--- src/rtl/cpu_pkg.sv ---
// rtl/cpu_pkg.sv - shared opcodes, register selects, phase tokens and FSM states
package cpu_pkg;
  localparam logic [1:0] OP_NOP   = 2'b00;
  localparam logic [1:0] OP_STORE = 2'b01;
  localparam logic [1:0] OP_LOAD  = 2'b10;
  localparam logic [1:0] OP_ADD   = 2'b11;

  localparam logic [1:0] SEL_A = 2'b00;
  localparam logic [1:0] SEL_B = 2'b01;
  localparam logic [1:0] SEL_C = 2'b10;
  localparam logic [1:0] SEL_D = 2'b11;

  localparam logic [1:0] PH_REQ  = 2'b10;
  localparam logic [1:0] PH_IDLE = 2'b00;

  typedef enum logic [2:0] {
    ST_IDLE,
    ST_FETCH,
    ST_EXEC,
    ST_WB,
    ST_HOLD
  } state_e;
endpackage

--- src/rtl/cpu_mem.sv ---
// rtl/cpu_mem.sv - 16x8 memory, synchronous write, two combinational read ports
// Contents are never reset so preloaded programs survive a core reset.
module cpu_mem #(
  parameter int ADDR_W = 4,
  parameter int DATA_W = 8
) (
  input  logic              clk,
  input  logic              we_i,
  input  logic [ADDR_W-1:0] waddr_i,
  input  logic [DATA_W-1:0] wdata_i,
  input  logic [ADDR_W-1:0] raddr0_i,
  output logic [DATA_W-1:0] rdata0_o,
  input  logic [ADDR_W-1:0] raddr1_i,
  output logic [DATA_W-1:0] rdata1_o
);
  logic [DATA_W-1:0] memoria [0:(1<<ADDR_W)-1];

  always_ff @(posedge clk) begin
    if (we_i) memoria[waddr_i] <= wdata_i;
  end

  assign rdata0_o = memoria[raddr0_i];
  assign rdata1_o = memoria[raddr1_i];
endmodule

--- src/rtl/cpu.sv ---
// rtl/cpu.sv - phase-driven accumulator CPU with four-phase ack handshakes
// Fetch/execute/write-back are triggered by dual-rail phase tokens, one request at a time.
module cpu
  import cpu_pkg::*;
#(
  parameter int ADDR_W = 4,
  parameter int DATA_W = 8
) (
  input  logic       clk,
  input  logic       rst_n,
  input  logic [1:0] PH0,
  input  logic [1:0] PH1,
  input  logic [1:0] PH2,
  input  logic [7:0] mem_addr_input,
  output logic       mem_ack_read,
  output logic       mem_ack_write,
  output logic       ack_write_cache,
  output logic       ack_read_cache
);
  logic [DATA_W-1:0] reg_a, reg_b, reg_c, reg_d, ir, mdr;
  logic [DATA_W-1:0] fetch_data, exec_data, cur_reg, wb_val;
  logic [2:0] req, rise, cand, grant;
  logic [2:0] prev_q, pend_q, pend_d, owner_q, owner_d;
  logic       release_ack, mem_we;
  logic [1:0] op, rsel;
  logic [ADDR_W-1:0] maddr;
  logic [3:0] unused_addr_hi;
  state_e     state_q, state_d;

  assign unused_addr_hi = mem_addr_input[7:4];
  assign op    = ir[7:6];
  assign rsel  = ir[5:4];
  assign maddr = ir[ADDR_W-1:0];
  assign req   = {PH2 == PH_REQ, PH1 == PH_REQ, PH0 == PH_REQ};
  assign rise  = req & ~prev_q;
  // A request that lost arbitration stays pending until it is served or dropped.
  assign cand  = req & (rise | pend_q);

  always_comb begin
    state_d     = state_q;
    owner_d     = owner_q;
    grant       = 3'b000;
    release_ack = 1'b0;
    case (state_q)
      ST_IDLE: begin
        if (cand[0]) begin
          grant   = 3'b001;
          state_d = ST_FETCH;
        end else if (cand[1]) begin
          grant   = 3'b010;
          state_d = ST_EXEC;
        end else if (cand[2]) begin
          grant   = 3'b100;
          state_d = ST_WB;
        end
        if (|grant) owner_d = grant;
      end
      default: begin
        if (|(owner_q & req)) begin
          state_d = ST_HOLD;
        end else begin
          state_d     = ST_IDLE;
          release_ack = 1'b1;
        end
      end
    endcase
    pend_d = (pend_q | rise) & req & ~grant;
  end

  always_comb begin
    cur_reg = reg_a;
    case (rsel)
      SEL_A:   cur_reg = reg_a;
      SEL_B:   cur_reg = reg_b;
      SEL_C:   cur_reg = reg_c;
      default: cur_reg = reg_d;
    endcase
  end

  assign wb_val = (op == OP_ADD) ? cur_reg + mdr : mdr;
  assign mem_we = grant[1] && (op == OP_STORE) && rst_n;

  cpu_mem #(.ADDR_W(ADDR_W), .DATA_W(DATA_W)) memoria (
    .clk      (clk),
    .we_i     (mem_we),
    .waddr_i  (maddr),
    .wdata_i  (cur_reg),
    .raddr0_i (mem_addr_input[ADDR_W-1:0]),
    .rdata0_o (fetch_data),
    .raddr1_i (maddr),
    .rdata1_o (exec_data)
  );

  always_ff @(posedge clk or negedge rst_n) begin
    if (!rst_n) begin
      state_q         <= ST_IDLE;
      prev_q          <= '0;
      pend_q          <= '0;
      owner_q         <= '0;
      reg_a           <= '0;
      reg_b           <= '0;
      reg_c           <= '0;
      reg_d           <= '0;
      ir              <= '0;
      mdr             <= '0;
      mem_ack_read    <= 1'b0;
      mem_ack_write   <= 1'b0;
      ack_write_cache <= 1'b0;
      ack_read_cache  <= 1'b0;
    end else begin
      state_q <= state_d;
      prev_q  <= req;
      pend_q  <= pend_d;
      owner_q <= owner_d;
      if (release_ack) begin
        mem_ack_read    <= 1'b0;
        mem_ack_write   <= 1'b0;
        ack_write_cache <= 1'b0;
        ack_read_cache  <= 1'b0;
      end
      if (grant[0]) begin
        ir           <= fetch_data;
        mem_ack_read <= 1'b1;
      end
      if (grant[1]) begin
        case (op)
          OP_LOAD, OP_ADD: begin
            mdr          <= exec_data;
            mem_ack_read <= 1'b1;
          end
          OP_STORE: begin
            ack_read_cache <= 1'b1;
            mem_ack_write  <= 1'b1;
          end
          default: ;
        endcase
      end
      if (grant[2] && (op == OP_LOAD || op == OP_ADD)) begin
        ack_write_cache <= 1'b1;
        case (rsel)
          SEL_A:   reg_a <= wb_val;
          SEL_B:   reg_b <= wb_val;
          SEL_C:   reg_c <= wb_val;
          default: reg_d <= wb_val;
        endcase
      end
    end
  end
endmodule

--- config.mk ---
export PLATFORM = sky130hd
export DESIGN_NAME = cpu
export DESIGN_NICKNAME = d
export VERILOG_FILES = /design/src/rtl/cpu_pkg.sv /design/src/rtl/cpu_mem.sv /design/src/rtl/cpu.sv
export SDC_FILE = /design/constraint.sdc
export NUM_CORES = 1
export LEC_CHECK = 0
export ABC_AREA = 0
export CAP_MARGIN = 20
export CORE_MARGIN = 4
export CORE_UTILIZATION = 40
export DETAILED_ROUTE_END_ITERATION = 12
export GPL_TIMING_DRIVEN = 0
export PLACE_DENSITY = 0.53
export SLEW_MARGIN = 5
export SYNTH_ARGS = -nofsm -noshare
export SYNTH_HDL_FRONTEND = slang
export SYNTH_SLANG_ARGS = --single-unit
--- constraint.sdc ---
create_clock -name clk -period 4.4 [get_ports clk]
set_clock_uncertainty 0.15 [all_clocks]
set_input_delay 0.88 -clock clk [delete_from_list [all_inputs] [get_ports clk]]
set_output_delay 0.88 -clock clk [all_outputs]
set_load 0.05 [all_outputs]
Word level (Yosys, flattened, before mapping)
Memory sizes are Yosys's and may differ from the RTL's. A register that Yosys moved wholly into a read port is not among the register bits. Index checks and enable logic that the tools add are counted.

$mul: 0. Reductions and logical operators: 19. $add $sub $neg: 1. Equal/unequal tests: 9. Order comparisons: 0. Bitwise logic cells: 8. Divide/modulo/power cells: 0. Multiplexer cells: 28. Shift-type cells: 0.

Operator list (number): $mux 3 (10); $pmux 8 s3 (1); $mux 1 (16); $and 3x3->3 (4); $eq 2x2->1 const B (6); $reduce_and 2->1 (6); $reduce_or 3->1 (3); $add 8x8->8 (1); $mux 8 (1); $not 3->3 (2); $eq 2x1->1 const B (2); $ne 4x4->1 const B (1); $logic_and 1x1->1 (3); $logic_not 3->1 (1); $or 3x3->3 (1); $logic_not 1->1 (2); $logic_not 2->1 (1); $reduce_bool 2->1 (1); $reduce_or 2->1 (1); $logic_or 1x1->1 (1); $not 1->1 (1).

Input port bits: 16. Output and inout port bits: 4. Word-level logic and storage cells: 78. Bits in read-only memories: 0. Memories: 1. Latch bits: 0. Memory bits (writable): 128. Bits in registers: 48.

Memory list: memoria.memoria (depth 16, width 8, read ports 2, clocked after Yosys merged registers in 2, wr ports 1, RTL line cpu_mem.sv:16) `logic [DATA_W-1:0] memoria [0:(1<<ADDR_W)-1];`.

Logic depth before layout (Yosys ltp)
Gate-level depths: netlist of run 1.

Word-level depth: 13. Gate-level depth with buffers: 10. Depth with buffers taken out: 9.

Cells and area by module
A second synthesis of run 1 with hierarchy kept.

Cell total of the unflattened synthesis: 515. Area total of the unflattened synthesis: 9067.4 um^2.

By module, submodules not included: cpu_mem (cells an instance 291, seq. area each 3843.7 um^2, instances 1, area each 6024.5 um^2); cpu (cells an instance 224, seq. area each 1601.5 um^2, instances 1, area each 3042.9 um^2).

Worst setup path after synthesis of run 1
No wires, ideal clock.

Kind: register to register. From: register ir[5], read port of memoria.memoria. To: register reg_a[6]. Clock period less this slack: 3.390 ns. Buffers on the path: 1. Path slack: 1.010 ns. Setup time: 0.125 ns. Arrival: 3.115 ns. Required time: 4.125 ns. Stages on the path, launching flop included: 11. Cells stage by stage: dfrtp_1 clkbuf_1 mux4_2 ha_1 fa_1 a21o_1 a21oi_1 nor2b_1 mux2i_1 nand4_1 mux2_2.

Longest elaborated chain between the ends: 4. Elaborated cells between the ends (all ways): 7. Those cells by class: add/sub (1); eq/ne (2); mux (2); reduce/logical (2).

RTL lines: from (decl) (RTL line cpu.sv:20) `logic [DATA_W-1:0] reg_a, reg_b, reg_c, reg_d, ir, mdr;`; $eq 2x2->1, or another cell as far along (RTL line cpu.sv:72) `case (rsel)`; $pmux 8 s3 * (RTL line cpu.sv:72); net cur_reg[0] (RTL line cpu.sv:21) `logic [DATA_W-1:0] fetch_data, exec_data, cur_reg, wb_val;`; $add 8x8->8 * (RTL line cpu.sv:80) `assign wb_val = (op == OP_ADD) ? cur_reg + mdr : mdr;`; $mux 8 * (RTL line cpu.sv:80); to (signal assigned) (RTL line cpu.sv:141) `SEL_A: reg_a <= wb_val;`; to (decl) (RTL line cpu.sv:20).

Mark *: on every way through the listed nets, which the timed path passes. The rest lies on a longest branch. A chain may end at the register's enable or synchronous reset.

Worst setup path in the final report of run 1
Same ends and word-level chain as after synthesis.

==> results of run 1 <==
==> sequential cells by signal (all words and copies together) (netlist names) <==
name,flops
ack_read_cache,1
reg_c,8
state_q,3
reg_a,8
mdr,8
reg_b,8
ir,8
memoria.memoria,128
mem_ack_write,1
prev_q,3
mem_ack_read,1
pend_q,3
ack_write_cache,1
owner_q,3
reg_d,8
==> kinds of logic (layout without fill, tap and decap cells) <==
group	after synthesis	in the layout	share of synthesized area (%)
compound gates	31	31	2.16
xor+xnor	5	5	0.492
fa+ha+maj	9	9	1.35
buf+inv	31	82	1.42
flops	192	192	61.1
mux	139	139	28.7
simple gates	72	72	4.79
==> power by group through the flow <==
stage	Sequential [mW]	Clock, mW	Combinational [mW]
detailed placement	2.44	0	1.98
CTS	2.40	1.54	1.99
finish	2.40	1.51	1.97
floorplan	2.45	0	1.36
global route	2.43	1.62	2.14
global placement	2.43	0	1.90
==> metal layers <==
layer | track usage, % | share of wire, % | vias to the layer above
li1 | - | - | 2053
met1 | 25.3 | 42 | 2518
met2 | 29.6 | 50 | 177
met3 | 4.10 | 6.0 | 23
met4 | 5.98 | 1.7 | 0
met5 | 0 | 0 | -
==> synth_stat cells (2+ instances only) <==
cell type	count
nor4b_1	2
xor2_1	2
o21a_1	2
edfxtp_1	128
dfrtp_1	64
nand3_1	4
nor3_1	11
buf_2	8
ha_1	8
inv_1	5
buf_1	2
clkbuf_1	16
a21oi_1	13
nor2_1	11
xnor2_1	3
nor4_1	2
mux4_2	88
mux2_2	50
nand2_1	21
nand2b_1	3
o21ai_0	7
nor3b_4	2
a21o_1	4
nand4b_1	3
nor2b_1	4
==> final cells by class <==
type | count | share of cell area [%]
Buffer | 26 | 1.07
Inverter | 5 | 0.186
Sequential cell | 192 | 54.0
Clock inverter | 14 | 1.48
Tap cell | 280 | 3.48
Multi-Input combinational cell | 256 | 33.6
Timing Repair Buffer | 19 | 1.87
Clock buffer | 18 | 4.26
==> worst register-to-register path, stage by stage (launching register included) <==
cell      delay [ns]
dfrtp_1         0.44
clkbuf_1        0.57
mux4_2          0.80
ha_1            0.33
fa_1            0.44
a21o_1          0.18
a21oi_1         0.22
nor2b_1         0.09
mux2i_1         0.17
nand4_1         0.19
mux2_2          0.32
==> worst paths after layout <==
| path | startpoint | end | slack (ns) | depth (start not counted) |
|---|---|---|---|---|
| min reg2reg | mem_ack_write | mem_ack_write | 0.33 | 1 |
| min in group asynchronous | rst_n | owner_q[2] | 0.40 | 1 |
| max reg2reg | ir[5] | reg_a[6] | 0.38 | 10 |
| min | mem_ack_write | mem_ack_write | 0.33 | 1 |
| max in group asynchronous | rst_n | reg_a[3] | 3.11 | 1 |
| max | ir[5] | reg_a[6] | 0.38 | 10 |
==> stage by stage <==
stage | utilization, % | instance area, um2 | total power, mW | hold WS [ns]
floorplan | - | 8910 | 3.81 | 0.313
global placement | 42.8 | 9380 | 4.34 | 0.312
detailed placement | 43.4 | 9500 | 4.42 | 0.315
CTS | 46.0 | 10100 | 5.93 | 0.332
global route | 46.0 | 10100 | 6.18 | 0.345
finish | 46.0 | 10100 | 5.88 | 0.327
==> summary.txt, run 1 <==
STA
  • Worst-Margin Slew: 0.991 ns
  • Min Tclk post-route: 4.02 ns
  • Final Hold Violating Endpoints: 0
  • RSZ-0062 raised after global routing: no
  • Total negative slack: 0 ns
  • Number of setup violations in the final report: 0
  • Post-route setup slack: 0.383 ns
  • Headroom to the max-slew limit: 33.7%
  • Timing-limited maximum frequency: 249 MHz
  • Final Max Tran Viols: 0
  • Period utilization: 91.3%

Finish
  • Area used by multi-input combinational logic: 0.00339 mm2
  • Highest-count cells in the layout ignoring fill and taps: edfxtp_1, mux4_2, dfrtp_1, mux2_2, nand2_1
  • Final-layout fill cell count: 1888
  • Most common library cell in the layout ignoring fill and taps: edfxtp_1
  • Final Instance Count excl. Fillers: 810
  • Net count, final: 542
  • Area used by sequential logic in the layout: 0.00545 mm2
  • Area growth, synth to finish: 13.1%
  • Layout cell share with drive strength beyond 1: 38.1%
  • Antenna fix cells: 0

Placed design
  • Cell count after placement: 778
  • Global placement routability congestion: 0.819
  • Worst slack at placement: 0.331 ns
  • Hpwl dp: 14800 um
  • Number of I/O port buffers: 12

Power
  • Total internal power: 3.88 mW
  • Proportion of power drawn by flip-flops and latches: 40.9%
  • Fraction of power consumed by combinational cells: 33.5%
  • Proportion of power drawn by the clock network: 25.7%
  • Net switching power: 2.00 mW
  • Power density over cell area: 583 mW/mm2
  • Pleak: 3.60 nW
  • Switch share: 34.0%
  • IR Drop Worst-Case VDD: 0.214 mV

Drt
  • Routed length per placed instance: 26.6 um
  • Pre-Repair DR Iteration Count: 5
  • Remaining antenna violation count after routing: 0
  • Residual DRC count: 0
  • DRT iter0 DRCs: 447
  • Routed via count: 4771
  • Detailed-route wire length: 21600 um
  • Number of vias per cell after detailed routing: 5.89

Floorplanning
  • Effective utilization at floorplan: 40.7%
  • Cell row count: 54
  • Die area: 0.0247 mm2
  • Count of pins on the block boundary: 20
  • Floorplan core area: 0.0219 mm2
  • Die H: 157 um
  • Die X: 157 um

Synthesis
  • Post-synth cell types: 41
  • Cell area after technology mapping: 0.00891 mm2
  • Mapped Cells: 479
  • Number of warnings printed during yosys synthesis: 0
  • Share of flip-flops with an asynchronous set or reset after synthesis: 33.3%
  • Number of synthesized register bits: 192
  • Fraction of post-synthesis cell area in the top cell type by area: 43.1%
  • Synth area leaders: edfxtp_1, mux4_2, dfrtp_1
  • Syn Nets: 504
  • Sequential share of the synthesized area: 61.1%
  • Syn avg cell area: 18.6 um2
  • Library cell occupying the most area in the post-synthesis netlist: edfxtp_1
  • EDFF count, synth: 128
  • Ys flop type: edfxtp_1

Critical path
  • Endpoint arrival time on the critical path: 4.19 ns
  • Number of buffers and inverters on the critical path: 1
  • WP data required: 4.57 ns
  • Critical Path Slowest Stage Cell: mux4_2
  • Crit-path cells: clkbuf_1 > mux4_2 > ha_1 > fa_1 > a21o_1 > a21oi_1 > nor2b_1 > mux2i_1 > nand4_1 > mux2_2
  • Critical path type: flop to flop
  • Delay contributed by the slowest stage of the critical path: 0.80 ns
  • Crit path max fanout: 17
  • Gate family responsible for the most delay along the worst path: multiplexers
  • Kind of capture point of the worst setup path: flop
  • Kind of start point of the critical path: flop

Status
  • Status: completed

Clocking
  • Post-CTS setup buffer count: 0
  • Clock-pin slew on the worst setup and hold paths: 0.07 ns
  • Maximum buffer depth of the clock tree: 2
  • Number of buffers inserted during clock tree synthesis: 17
  • Post-CTS Hold Fix Bufs: 0
  • Master cell of the clock root buffer: clkbuf_16
  • TritonCTS clock tree: built
  • PostCTS Resize Cnt: 0
  • Number of H-tree levels: 4
  • # clock sinks: 192
  • Source-to-sink clock delay at the later pin of the worst-skew pair: 0.44 ns

Global route
  • Overflow left after global routing: 0
  • Total Routing Usage GR: 18.4%
  • Number of global-route vias before repair: 4978
  • First-pass GRT wire length: 32400 um
  • Maximum number of pins on one net before global-route repair: 70
  • Number of antenna violations at the first check in global routing: 0

Hold path
  • Worst min-delay path class: flop to flop

Run
  • Count of max-cap constraint violations: 0
No activity file was read; power rests on OpenSTA's default activity.
==> inputs of run 2 (changes only) <==
--- a/config.mk
+++ b/config.mk
@@ -12,7 +12,7 @@
 export DETAILED_ROUTE_END_ITERATION = 12
 export GPL_TIMING_DRIVEN = 0
 export PLACE_DENSITY = 0.53
-export SLEW_MARGIN = 5
+export SLEW_MARGIN = 15
 export SYNTH_ARGS = -nofsm -noshare
 export SYNTH_HDL_FRONTEND = slang
 export SYNTH_SLANG_ARGS = --single-unit
==> run 2 against run 1 <==
Net effect: largest power group unchanged; final cell count grew 0.49%; die area is the same; core utilization grew 0.18 points; non-clock buffer count grew 4; flip-flop and latch count is the same; sequential power is essentially flat; register-to-register slack lost 0.05 ns; final area grew 0.40%; clock power is essentially flat; critical path type unchanged; via count grew 0.88%.
==> summary.txt, run 2 (synthesized netlist as in run 1, its figures left out) <==
Drt
  • Residual DRC count: 0
  • Detailed-route wire length: 21700 um
  • Routed length per placed instance: 26.6 um
  • Pre-Repair DR Iteration Count: 6
  • Number of vias per cell after detailed routing: 5.91
  • Remaining antenna violation count after routing: 0
  • DRT iter0 DRCs: 410
  • Routed via count: 4813

Global route
  • First-pass GRT wire length: 32900 um
  • Number of antenna violations at the first check in global routing: 0
  • Maximum number of pins on one net before global-route repair: 60
  • Overflow left after global routing: 0
  • Number of global-route vias before repair: 5046
  • Total Routing Usage GR: 18.6%

Finish
  • Layout cell share with drive strength beyond 1: 38.8%
  • Most common library cell in the layout ignoring fill and taps: edfxtp_1
  • Area growth, synth to finish: 13.6%
  • Share of the core filled with cells: 46.2%
  • Largest register FFs: 128
  • Antenna fix cells: 0
  • Highest-count cells in the layout ignoring fill and taps: edfxtp_1, mux4_2, dfrtp_1, mux2_2, nand2_1
  • Register containing the most flip-flops in the final layout: memoria.memoria
  • Final Instance Count excl. Fillers: 814
  • Net count, final: 546

Clocking
  • Source-to-sink clock delay at the later pin of the worst-skew pair: 0.44 ns
  • Number of buffers inserted during clock tree synthesis: 17
  • Maximum buffer depth of the clock tree: 2
  • Master cell of the clock root buffer: clkbuf_16
  • # clock sinks: 192
  • Post-CTS setup buffer count: 0
  • PostCTS Resize Cnt: 0
  • Number of H-tree levels: 4
  • TritonCTS clock tree: built
  • Clock-pin slew on the worst setup and hold paths: 0.07 ns
  • Post-CTS Hold Fix Bufs: 0

Run
  • Count of max-cap constraint violations: 0

Floorplanning
  • Effective utilization at floorplan: 40.7%
  • Count of pins on the block boundary: 20
  • Die X: 157 um
  • Floorplan core area: 0.0219 mm2
  • Cell row count: 54
  • Die H: 157 um
  • Die area: 0.0247 mm2

Placed design
  • Global placement routability congestion: 0.819
  • Worst slack at placement: 0.339 ns
  • Cell count after placement: 782
  • Hpwl dp: 15000 um
  • Number of I/O port buffers: 12

Power
  • Overall power of the completed layout: 5.89 mW
  • IR Drop Worst-Case VDD: 0.243 mV
  • Power density over cell area: 582 mW/mm2
  • Pleak: 3.63 nW

Hold path
  • Worst min-delay path class: primary input to async pin

Critical path
  • Worst-case register-to-register setup slack: 0.34 ns
  • Critical path type: flop to flop
  • Crit path max fanout: 17
  • Kind of capture point of the worst setup path: flop
  • WP data required: 4.57 ns
  • Kind of start point of the critical path: flop
  • Crit-path cells: clkbuf_1 > mux4_2 > ha_1 > fa_1 > a21o_1 > a21oi_1 > nor2b_1 > mux2i_1 > nand4_1 > mux2_2
  • Delay contributed by the slowest stage of the critical path: 0.80 ns
  • Endpoint arrival time on the critical path: 4.23 ns
  • Critical Path Slowest Stage Cell: mux4_2

STA
  • Final Hold Violating Endpoints: 0
  • Final hold slack: 0.127 ns
  • Final Max Tran Viols: 0
  • Timing-limited maximum frequency: 246 MHz
  • Post-route setup slack: 0.338 ns
  • Number of setup violations in the final report: 0
  • Period utilization: 92.3%
  • Headroom to the max-slew limit: 33.2%
  • Worst-Margin Slew: 0.998 ns
  • RSZ-0062 raised after global routing: no
  • Min Tclk post-route: 4.06 ns

Status
  • Status: completed
[run 2: worst max-delay path: cells and delay by family (launching register included)]
family	cells	cell delay, ns
AOI/OAI and AO/OA	2	0.39
adders and majority gates	2	0.78
buffers and inverters	1	0.59
DFF	1	0.43
muxes	3	1.31
and+or+nand+nor	2	0.29
[run 2: final cells by class]
| type | instances | area (um2) |
|---|---|---|
| Buffer | 26 | 108 |
| Clock inverter | 14 | 141 |
| Inverter | 5 | 18.8 |
| Fill cell | 1881 | 11800 |
| Timing Repair Buffer | 23 | 236 |
| Sequential cell | 192 | 5450 |
| Tap cell | 280 | 350 |
| Multi-Input combinational cell | 256 | 3390 |
| Clock buffer | 18 | 429 |
[run 2: final timing paths]
path                                     from             to  cells after the start
worst max-delay path                    ir[5]       reg_a[6]                     10
worst min-delay path                    rst_n     owner_q[2]                      1
worst max register to register          ir[5]       reg_a[6]                     10
worst min register to register  mem_ack_write  mem_ack_write                      1
max in group asynchronous               rst_n       reg_c[3]                      2
min in group clk                mem_ack_write  mem_ack_write                      1
[run 2: routing by layer]
metal	vias to the layer above	GRT usage, %	part of all wire (%)
met5	-	0	0
met4	0	5.33	1.6
met3	25	4.59	5.0
met2	142	29.8	50
met1	2591	25.7	44
li1	2055	-	-
[run 2: power breakdown]
group          internal [mW]  total, mW  switching (mW)
sequential              2.27       2.40           0.135
clock                  0.756       1.51           0.753
combinational          0.856       1.98            1.12
[run 2: through the flow]
| stage | cell area [um2] | TNS (ns) |
|---|---|---|
| finish | 10100 | 0 |
| detailed placement | 9550 | 0 |
| global route | 10100 | 0 |
| global placement | 9380 | -184.78 |
| floorplan | 8910 | 0 |
| CTS | 10100 | 0 |
